`src/rtl/skin_mask_pkg.sv`:
```
// Shared types and constants for the skin mask stream: state encoding,
// fixed-point colour coefficients, default skin box and pipeline latency.
package skin_mask_pkg;

  typedef enum logic [1:0] {
    ST_IDLE   = 2'd0,
    ST_STREAM = 2'd1,
    ST_PAD    = 2'd2,
    ST_DRAIN  = 2'd3
  } state_t;

  // Coefficients carry 8 fractional bits.
  localparam int COEF_FRAC = 8;
  localparam int CB_R_COEF = -43;
  localparam int CB_G_COEF = -85;
  localparam int CB_B_COEF = 128;
  localparam int CR_R_COEF = 128;
  localparam int CR_G_COEF = -107;
  localparam int CR_B_COEF = -21;

  localparam int DEF_CB_MIN = 77;
  localparam int DEF_CB_MAX = 127;
  localparam int DEF_CR_MIN = 133;
  localparam int DEF_CR_MAX = 173;

  // Pixel accepted at T produces its mask bit at T+3.
  localparam int PIPE_LATENCY = 3;

endpackage

```
`src/rtl/skin_mask_stream_rgb_to_cbcr.sv`:
```
// Two-stage RGB to CbCr converter: stage 1 forms the six signed products,
// stage 2 sums, floors by the fraction width, recentres and saturates.
// Carries only a valid sideband; no frame awareness.
module rgb_to_cbcr
  import skin_mask_pkg::*;
#(
  parameter int COLOR_DEPTH = 8
) (
  input  logic                   clk,
  input  logic                   rst,
  input  logic                   i_valid,
  input  logic [COLOR_DEPTH-1:0] i_r,
  input  logic [COLOR_DEPTH-1:0] i_g,
  input  logic [COLOR_DEPTH-1:0] i_b,
  output logic                   o_valid,
  output logic [COLOR_DEPTH-1:0] o_cb,
  output logic [COLOR_DEPTH-1:0] o_cr
);

  // Wide enough for a component times a 9-bit signed coefficient, summed three times.
  localparam int PW = COLOR_DEPTH + 10;

  localparam logic signed [PW-1:0] K_CB_R = PW'(CB_R_COEF);
  localparam logic signed [PW-1:0] K_CB_G = PW'(CB_G_COEF);
  localparam logic signed [PW-1:0] K_CB_B = PW'(CB_B_COEF);
  localparam logic signed [PW-1:0] K_CR_R = PW'(CR_R_COEF);
  localparam logic signed [PW-1:0] K_CR_G = PW'(CR_G_COEF);
  localparam logic signed [PW-1:0] K_CR_B = PW'(CR_B_COEF);
  localparam logic signed [PW-1:0] OFFSET = PW'(2 ** (COLOR_DEPTH - 1));
  localparam logic signed [PW-1:0] MAXV   = PW'(2 ** COLOR_DEPTH - 1);

  logic signed [PW-1:0] w_r, w_g, w_b;
  logic signed [PW-1:0] r_cb_r, r_cb_g, r_cb_b;
  logic signed [PW-1:0] r_cr_r, r_cr_g, r_cr_b;
  logic signed [PW-1:0] w_cb_sum, w_cr_sum, w_cb_off, w_cr_off;
  logic                 r_v1;
  logic                 r_v2;
  logic [COLOR_DEPTH-1:0] r_cb, r_cr;

  assign w_r = PW'(i_r);
  assign w_g = PW'(i_g);
  assign w_b = PW'(i_b);

  function automatic logic [COLOR_DEPTH-1:0] sat(input logic signed [PW-1:0] v);
    if (v[PW-1])
      return '0;
    else if (v > MAXV)
      return '1;
    else
      return v[COLOR_DEPTH-1:0];
  endfunction

  assign w_cb_sum = r_cb_r + r_cb_g + r_cb_b;
  assign w_cr_sum = r_cr_r + r_cr_g + r_cr_b;
  assign w_cb_off = (w_cb_sum >>> COEF_FRAC) + OFFSET;
  assign w_cr_off = (w_cr_sum >>> COEF_FRAC) + OFFSET;

  // Valid sideband follows the data through both stages.
  always_ff @(posedge clk) begin
    if (rst) begin
      r_v1 <= 1'b0;
      r_v2 <= 1'b0;
    end else begin
      r_v1 <= i_valid;
      r_v2 <= r_v1;
    end
  end

  // Datapath registers: products, then saturated Cb/Cr.
  always_ff @(posedge clk) begin
    r_cb_r <= w_r * K_CB_R;
    r_cb_g <= w_g * K_CB_G;
    r_cb_b <= w_b * K_CB_B;
    r_cr_r <= w_r * K_CR_R;
    r_cr_g <= w_g * K_CR_G;
    r_cr_b <= w_b * K_CR_B;
    r_cb   <= sat(w_cb_off);
    r_cr   <= sat(w_cr_off);
  end

  assign o_valid = r_v2;
  assign o_cb    = r_cb;
  assign o_cr    = r_cr;

endmodule

```
`src/rtl/skin_mask_stream.sv`:
```
// Raster RGB stream to 1-bit skin mask for the downstream low-pass filter.
// Always emits exactly WIDTH*DEPTH mask bits per accepted frame, padding
// with zeros if the source underruns, then pulses process_start.
//
// state  | meaning
// IDLE   | waiting for pixel_valid && sof
// STREAM | one pixel expected every cycle
// PAD    | source failed; inject zero bits for remaining positions
// DRAIN  | let the pipeline empty, then fire process_start
module skin_mask_stream
  import skin_mask_pkg::*;
#(
  parameter int WIDTH       = 256,
  parameter int DEPTH       = 256,
  parameter int COLOR_DEPTH = 8,
  parameter int CB_MIN      = DEF_CB_MIN,
  parameter int CB_MAX      = DEF_CB_MAX,
  parameter int CR_MIN      = DEF_CR_MIN,
  parameter int CR_MAX      = DEF_CR_MAX
) (
  input  logic                   clk,
  input  logic                   rst,
  input  logic                   pixel_valid,
  input  logic                   sof,
  input  logic [COLOR_DEPTH-1:0] r_in,
  input  logic [COLOR_DEPTH-1:0] g_in,
  input  logic [COLOR_DEPTH-1:0] b_in,
  output logic                   mask_enable,
  output logic                   mask_bit,
  output logic                   mask_valid,
  output logic                   process_start,
  output logic                   busy,
  output logic                   frame_error,
  output logic [15:0]            frame_count
);

  localparam int XW = (WIDTH > 1) ? $clog2(WIDTH) : 1;
  localparam int YW = (DEPTH > 1) ? $clog2(DEPTH) : 1;
  localparam int DW = $clog2(PIPE_LATENCY + 1);
  localparam logic [XW-1:0] X_LAST = XW'(WIDTH - 1);
  localparam logic [YW-1:0] Y_LAST = YW'(DEPTH - 1);
  localparam logic [COLOR_DEPTH-1:0] CB_LO = COLOR_DEPTH'(CB_MIN);
  localparam logic [COLOR_DEPTH-1:0] CB_HI = COLOR_DEPTH'(CB_MAX);
  localparam logic [COLOR_DEPTH-1:0] CR_LO = COLOR_DEPTH'(CR_MIN);
  localparam logic [COLOR_DEPTH-1:0] CR_HI = COLOR_DEPTH'(CR_MAX);

  state_t          r_state;
  logic [XW-1:0]   r_x;
  logic [YW-1:0]   r_y;
  logic [DW-1:0]   r_drain_cnt;
  logic            r_busy, r_frame_error, r_process_start;
  logic [15:0]     r_frame_count;
  logic            r_start_d1, r_pad_d1, r_pad_d2;
  logic            r_mask_enable, r_mask_valid, r_mask_bit;

  logic            w_pos_valid, w_pos_pad, w_pos_start, w_last;
  logic            w_cc_valid, w_skin;
  logic [COLOR_DEPTH-1:0] w_cb, w_cr;

  assign w_last = (r_x == X_LAST) && (r_y == Y_LAST);

  // Which frame position, if any, occupies the pipeline entry this cycle.
  always_comb begin
    w_pos_valid = 1'b0;
    w_pos_pad   = 1'b0;
    w_pos_start = 1'b0;
    case (r_state)
      ST_IDLE: begin
        w_pos_valid = pixel_valid && sof;
        w_pos_start = pixel_valid && sof;
      end
      ST_STREAM: begin
        w_pos_valid = 1'b1;
        w_pos_pad   = !pixel_valid || sof;
      end
      ST_PAD: begin
        w_pos_valid = 1'b1;
        w_pos_pad   = 1'b1;
      end
      default: ;
    endcase
  end

  rgb_to_cbcr #(.COLOR_DEPTH(COLOR_DEPTH)) u_rgb (
    .clk     (clk),
    .rst     (rst),
    .i_valid (w_pos_valid),
    .i_r     (r_in),
    .i_g     (g_in),
    .i_b     (b_in),
    .o_valid (w_cc_valid),
    .o_cb    (w_cb),
    .o_cr    (w_cr)
  );

  assign w_skin = (w_cb >= CB_LO) && (w_cb <= CB_HI) &&
                  (w_cr >= CR_LO) && (w_cr <= CR_HI);

  // Frame sequencing, position counters and registered control outputs.
  always_ff @(posedge clk) begin
    if (rst) begin
      r_state         <= ST_IDLE;
      r_x             <= '0;
      r_y             <= '0;
      r_drain_cnt     <= '0;
      r_busy          <= 1'b0;
      r_frame_error   <= 1'b0;
      r_process_start <= 1'b0;
      r_frame_count   <= '0;
    end else begin
      r_process_start <= 1'b0;
      if (w_pos_valid) begin
        if (w_last) begin
          r_x <= '0;
          r_y <= '0;
        end else if (r_x == X_LAST) begin
          r_x <= '0;
          r_y <= r_y + 1'b1;
        end else begin
          r_x <= r_x + 1'b1;
        end
      end
      case (r_state)
        ST_IDLE: begin
          if (pixel_valid && sof) begin
            r_frame_error <= 1'b0;
            r_busy        <= 1'b1;
            r_state       <= ST_STREAM;
          end
        end
        ST_STREAM: begin
          if (w_pos_pad)
            r_frame_error <= 1'b1;
          if (w_last) begin
            r_state     <= ST_DRAIN;
            r_drain_cnt <= DW'(PIPE_LATENCY);
          end else if (w_pos_pad) begin
            r_state <= ST_PAD;
          end
        end
        ST_PAD: begin
          if (w_last) begin
            r_state     <= ST_DRAIN;
            r_drain_cnt <= DW'(PIPE_LATENCY);
          end
        end
        ST_DRAIN: begin
          if (r_process_start) begin
            r_state       <= ST_IDLE;
            r_busy        <= 1'b0;
            r_frame_count <= r_frame_count + 1'b1;
          end else if (r_drain_cnt == '0) begin
            r_process_start <= 1'b1;
          end else begin
            r_drain_cnt <= r_drain_cnt - 1'b1;
          end
        end
        default: r_state <= ST_IDLE;
      endcase
    end
  end

  // Stage 3: tag alignment with the colour pipeline and mask thresholding.
  always_ff @(posedge clk) begin
    if (rst) begin
      r_start_d1    <= 1'b0;
      r_pad_d1      <= 1'b0;
      r_pad_d2      <= 1'b0;
      r_mask_enable <= 1'b0;
      r_mask_valid  <= 1'b0;
      r_mask_bit    <= 1'b0;
    end else begin
      r_start_d1    <= w_pos_start;
      r_pad_d1      <= w_pos_pad;
      r_pad_d2      <= r_pad_d1;
      r_mask_enable <= r_start_d1;
      r_mask_valid  <= w_cc_valid;
      r_mask_bit    <= w_cc_valid && !r_pad_d2 && w_skin;
    end
  end

  assign mask_enable   = r_mask_enable;
  assign mask_bit      = r_mask_bit;
  assign mask_valid    = r_mask_valid;
  assign process_start = r_process_start;
  assign busy          = r_busy;
  assign frame_error   = r_frame_error;
  assign frame_count   = r_frame_count;

endmodule
```
`config.mk`:
```
export PLATFORM = sky130hd
export DESIGN_NAME = skin_mask_stream
export DESIGN_NICKNAME = d
export VERILOG_FILES = /design/src/rtl/skin_mask_pkg.sv /design/src/rtl/skin_mask_stream_rgb_to_cbcr.sv /design/src/rtl/skin_mask_stream.sv
export SDC_FILE = /design/constraint.sdc
export NUM_CORES = 1
export LEC_CHECK = 0
export ABC_AREA = 1
export CORE_MARGIN = 10
export CORE_UTILIZATION = 35
export DETAILED_ROUTE_END_ITERATION = 16
export SLEW_MARGIN = 10
export SYNTH_ARGS = -nofsm -noshare
export SYNTH_HDL_FRONTEND = slang
export SYNTH_SLANG_ARGS = --single-unit
```
`constraint.sdc`:
```
create_clock -name clk -period 8.75 [get_ports clk]
set_input_delay 2.1875 -clock clk [delete_from_list [all_inputs] [get_ports clk]]
set_output_delay 2.1875 -clock clk [all_outputs]
set_load 0.02 [all_outputs]
```
==> impl_metrics.tcl, run 1 <==
set metrics [dict create \
    finalHoldViolCount 0 \
    status "complete, no violations" \
    die-area_um2 38700 \
    antenna_found_initial 0 \
    nets 1681 \
    min_path_type "reg -> reg" \
    wl_met3_um 683 \
    holdWs_ps 402 \
    cts_resized 0 \
    ys_types 50 \
    via_count 8198 \
    synth_ff_type "dfxtp_1" \
    detail-route-antenna-nets 0 \
    numPortBuffers 49 \
    cp-end-kind "flip-flop" \
    die_w_um 197 \
    grt_start_max_net_pins 23 \
    clock_skew_ps 11.8 \
    clockBufferDepth 2 \
    synth_async_sr_flop_share_pct 0 \
    cellPowerDensity_nw_per_um2 328 \
    yosys_warnings 0 \
    syn_area_per_cell_um2 8.40 \
    die-height_um 197 \
    seq_area_frac_synth_pct 25.6 \
    cts_tree "yes" \
    synth_compound_area_share_pct 7.81 \
    ios 50 \
    postCtsSetupBuffers 0 \
    slew_violations 0 \
    clockRootBuffer "clkbuf_16" \
    rsz0062_at_grt "false" \
    slew_headroom_pct 64.8 \
    post-route-drc-count 0 \
    cp_data_required_time_ps 9070 \
    drt_iter0_markers 314 \
    routed_wl_um 22900 \
    grt_pass1_wl_um 38400 \
    dp_cells 1744 \
    overflow 0 \
    grt_pass1_vias 8221 \
    finalSetupTns_ps 0 \
    startpoint_type "input pin" \
    synthAdderAreaFrac_pct 36.8 \
    std_cell_rows 64 \
    coreArea_um2 30700 \
    cts.sink_count 140 \
    path_max_fanout 7 \
    worst_slew_pin_slew_ps 525 \
    synth_area_um2 10900 \
    synth_top_family_by_area "adder cells" \
    synthCells 1301 \
    fmaxAchievable_mhz 169 \
    fin_crit_ps 5920 \
    cts_max_level 4 \
    insertion_delay_ps 430 \
    wirelength_met1_um 10600 \
    viasPerCell 4.62 \
    track_usage_pct 12.1 \
    syn_to_final_growth_pct 14.5 \
    timing.final.crit_share_pct 67.6 \
    syn_nets 1615 \
    ctsHoldBuffers 0 \
    maxCapViolations 0 \
    synthSimpleGateAreaFrac_pct 17.1 \
    layout_common_cells "inv_1, ha_1, nand2_1" \
    cts.reportedPaths.clkPinSlew_ps 60 \
    p_leak_nw 6.44 \
    synth_xor_xnor_area_share_pct 4.09 \
    gp_congestion 0.933 \
    muxShareOfSynthArea_pct 0 \
    dr.pass1.iters 4 \
    vdd_drop_max_mv 0.162 \
    antenna_cells 0 \
    worstPathArrival_ps 6240 \
    top_layer "met4" \
    dpl.hpwl_um 19400 \
    crit_type "in -> reg" \
    synth_edf_count 0 \
    final_common_cell "inv_1" \
    wl_met2_um 10900 \
    drive_gt1_share_pct 4.21 \
    ys_seq_elements 140 \
    finalSetupViolCount 0 \
    drt-wirelength-per-cell_um 12.9 \
    cts_buffers 17 \
    fin_cells 1775 \
    start_util_pct 35.6 \
]
-- synth_stat cells, types with 3 or more instances --
cell | count | area [um2]
o21ai_0 | 23 | 115
a31oi_1 | 5 | 31.3
o21ai_1 | 5 | 25.0
inv_2 | 4 | 15.0
inv_1 | 242 | 908
ha_1 | 227 | 2840
nand3b_1 | 6 | 45.0
a21oi_1 | 89 | 445
nor3b_1 | 6 | 45.0
o31ai_1 | 3 | 22.5
nand3_1 | 40 | 200
and3_1 | 5 | 31.3
xor2_1 | 37 | 324
dfxtp_1 | 140 | 2800
a21o_1 | 5 | 37.5
nand4_1 | 8 | 50.1
fa_1 | 59 | 1180
nor4_1 | 3 | 18.8
nor2_1 | 91 | 342
o21a_1 | 3 | 22.5
nand2_1 | 224 | 841
nor3_1 | 18 | 90.1
nor2_2 | 3 | 18.8
clkbuf_1 | 3 | 11.3
a211oi_1 | 3 | 22.5
nand2_2 | 4 | 25.0
xnor2_1 | 14 | 123
-- routing by layer --
layer	vias to the layer above	global-route usage [%]
met5	-	0
met4	0	5.14
met3	30	2.26
met2	106	21.0
met1	3734	14.4
li1	4328	-
-- critical path, cell delays in order --
cell and delay, ps:
clkdlybuf4s50_1 640, inv_1 110, ha_1 320, inv_1 60
fa_1 470, inv_1 50, fa_1 470, fa_1 540
inv_1 40, ha_1 360, inv_1 80, nor3_1 210
nand2_1 80, o211ai_1 120, nand2_1 70, a21boi_0 200
o21ai_0 100, inv_1 70, nor2_1 40
-- power breakdown --
part	internal, mW	switching, mW
combinational	0.929	1.49
clock	0.458	0.281
sequential	0.835	0.111
-- cell families after synthesis --
kind of cell	Yosys count
adders and majority gates	286
AOI/OAI and AO/OA	152
and+or+nand+nor	422
DFF	140
buffers and inverters	250
xor gates and xnor gates	51
-- final timing paths --
| check | from | endpoint | slack (ps) | depth (start not counted) |
|---|---|---|---|---|
| hold / removal | r_start_d1 | mask_enable | 400 | 2 |
| setup / recovery | g_in[4] | u_rgb.r_cr_g[16] | 2830 | 19 |
| hold reg to reg | r_start_d1 | mask_enable | 400 | 2 |
| setup reg to reg | u_rgb.r_cr_b[7] | u_rgb.o_cr[2] | 6160 | 15 |
-- area by class of cell --
cell class              instances  area (um2)
fillers                      3091       18200
multi-input cells             911        7190
flip-flops and latches        140        2800
inverters                     247         927
repair buffers                 50         498
well taps                     396         495
clock buffers                  19         443
clock inverters                12         163
-- sequential cells by signal (all words and copies together), names as in the netlist, 2 cells and up --
register,count
r_state,2
u_rgb.o_cr,8
r_y,8
u_rgb.r_cb_r,16
r_drain_cnt,2
u_rgb.r_cr_b,15
u_rgb.o_cb,8
r_x,8
u_rgb.r_cb_g,17
u_rgb.r_cb_b,7
frame_count,16
u_rgb.r_cr_r,6
u_rgb.r_cr_g,16
-- per-stage QoR --
step                      power (mW)  setup slack, ps  util, %  cell area (um2)
after global routing            4.55             2580     40.8            12500
after CTS                       4.14             2870     40.8            12500
after detailed placement        3.37             2430     38.8            11900
after floorplan                 2.78             3350        -            10900
after global placement          3.35             2520     38.8            11900
final                           4.10             2830     40.8            12500
(Power assumes the default switching activity.)
==> run 2: changes to the inputs <==
==> constraint.sdc (replaced) <==
create_clock -name clk -period 5.8 [get_ports clk]
set_input_delay 1.45 -clock clk [delete_from_list [all_inputs] [get_ports clk]]
set_output_delay 1.45 -clock clk [all_outputs]
set_load 0.02 [all_outputs]
==> impl_metrics.tcl, run 2 (synthesis results as in run 1) <==
set metrics [dict create \
    worst_slew_pin_slew_ps 523 \
    finalSetupTns_ps 0 \
    place_ws_ps 354 \
    postCtsSetupBuffers 0 \
    final_common_cell "inv_1" \
    slew_headroom_pct 64.9 \
    cts_resized 0 \
    worstPathArrival_ps 5380 \
    min_path_type "reg -> reg" \
    antenna_cells 0 \
    rsz0062_at_grt "false" \
    clock_skew_ps 9.89 \
    die-height_um 197 \
    crit_buf_inv 5 \
    clockBufferDepth 2 \
    post-route-drc-count 0 \
    cellPowerDensity_nw_per_um2 487 \
    layout_common_cells "inv_1, ha_1, nand2_1" \
    fin_crit_ps 5020 \
    fin_cells 1779 \
    finalSetupViolCount 0 \
    holdWs_ps 405 \
    cts_tree "yes" \
    cp-end-kind "flip-flop" \
    fmaxAchievable_mhz 199 \
    syn_to_final_growth_pct 14.4 \
    viasPerCell 4.58 \
    std_cell_rows 64 \
    cts.reportedPaths.clkPinSlew_ps 70 \
    insertion_delay_ps 420 \
    die_w_um 197 \
    ios 50 \
    status "complete, no violations" \
    largest_reg_flops 17 \
    slowest_stage "clkdlybuf4s50_1" \
    dp_cells 1747 \
    via_count 8146 \
    largest-register "u_rgb.r_cb_g" \
    timing.final.crit_share_pct 86.6 \
    critical-path-top-delay-family "adder cells" \
    dpl.hpwl_um 19400 \
    slew_violations 0 \
    fillCellCount 3106 \
    ctsHoldBuffers 0 \
    finalHoldViolCount 0 \
    track_usage_pct 12.1 \
    drt_iter0_markers 306 \
    overflow 0 \
    cts_max_level 4 \
    cts.sink_count 140 \
    clockRootBuffer "clkbuf_16" \
    p_leak_nw 6.45 \
    numPortBuffers 49 \
    vdd_drop_max_mv 0.249 \
    crit_type "in -> reg" \
    gp_congestion 0.915 \
    die-area_um2 38700 \
    path_max_fanout 6 \
    coreArea_um2 30700 \
    drive_gt1_share_pct 4.56 \
    cp_data_required_time_ps 6150 \
    grt_start_max_net_pins 23 \
    maxCapViolations 0 \
    cts_buffers 17 \
    nets 1684 \
    critPathMaxStageDelay_ps 610 \
    startpoint_type "input pin" \
    worstPathCellList "clkdlybuf4s50_1 -> inv_1 -> ha_1 -> fa_1 -> inv_1 -> fa_1 -> inv_1 -> fa_1 -> ha_1 -> inv_1 -> nor3_1 -> nand2_1 -> nand2_1 -> nand2_1 -> a21oi_1 -> xor2_1" \
    grt_pass1_wl_um 38800 \
    detail-route-antenna-nets 0 \
    antenna_found_initial 0 \
    grt_pass1_vias 8267 \
    dr.pass1.iters 5 \
    crit_top_cell "inv_1" \
    layout_setup_ws_ps 779 \
    routed_wl_um 22600 \
    start_util_pct 35.6 \
    drt-wirelength-per-cell_um 12.7 \
]
[run 2: cell types whose count changed in the layout (fill, tap and decap cells not counted)]
cell,before,now
clkbuf_8,1,0
inv_6,4,8
clkinv_8,0,1
clkbuf_1,1,0
clkinvlp_4,2,1
buf_4,1,4
bufinv_16,3,0
inv_8,0,3
clkinv_2,1,0
[run 2: worst reg2reg max path, delay by kind of cell, from the launching register on]
kind                     cells  cell delay, ps
buffers and inverters        2             130
AND/OR/NAND/NOR              7             820
AO/OA/AOI/OAI                2             260
flip-flops                   1             370
adder cells (fa/ha/maj)      2             870
[run 2: power by group]
group	total, mW	internal (mW)	switching [mW]
Sequential	1.42	1.26	0.160
Clock	1.05	0.571	0.477
Combinational	3.62	1.40	2.22
Total	6.09	3.23	2.86
[run 2: cell type report]
class	instances	area (um2)	share of cell area, %
Multi-Input combinational cell	911	7190	57.5
Tap cell	396	495	3.96
Clock buffer	17	425	3.40
Inverter	247	927	7.42
Sequential cell	140	2800	22.4
Clock inverter	15	145	1.16
Timing Repair Buffer	53	520	4.16
[run 2: per-stage QoR]
stage               cell area (um2)  power (mW)  utilization, %
global route                  12500        6.80            40.8
global placement              11900        5.06            38.9
finish                        12500        6.09            40.8
floorplan                     10900        4.19               -
CTS                           12500        6.16            40.8
detailed placement            11900        5.07            38.9
[run 2: final timing paths]
path | start | to | slack (ps) | cells after the start
setup / recovery | g_in[1] | u_rgb.r_cb_g[13] | 780 | 16
hold reg to reg | r_start_d1 | mask_enable | 410 | 2
hold / removal | r_start_d1 | mask_enable | 410 | 2
setup reg to reg | u_rgb.r_cr_b[7] | u_rgb.o_cr[0] | 3210 | 13
[run 2: metal layers]
metal	GRT usage, %	share of wire [%]	vias up
met4	4.49	2.8	0
met3	2.29	3.0	34
met5	0	0	-
li1	-	-	4331
met1	14.6	47	3667
met2	21.1	47	114
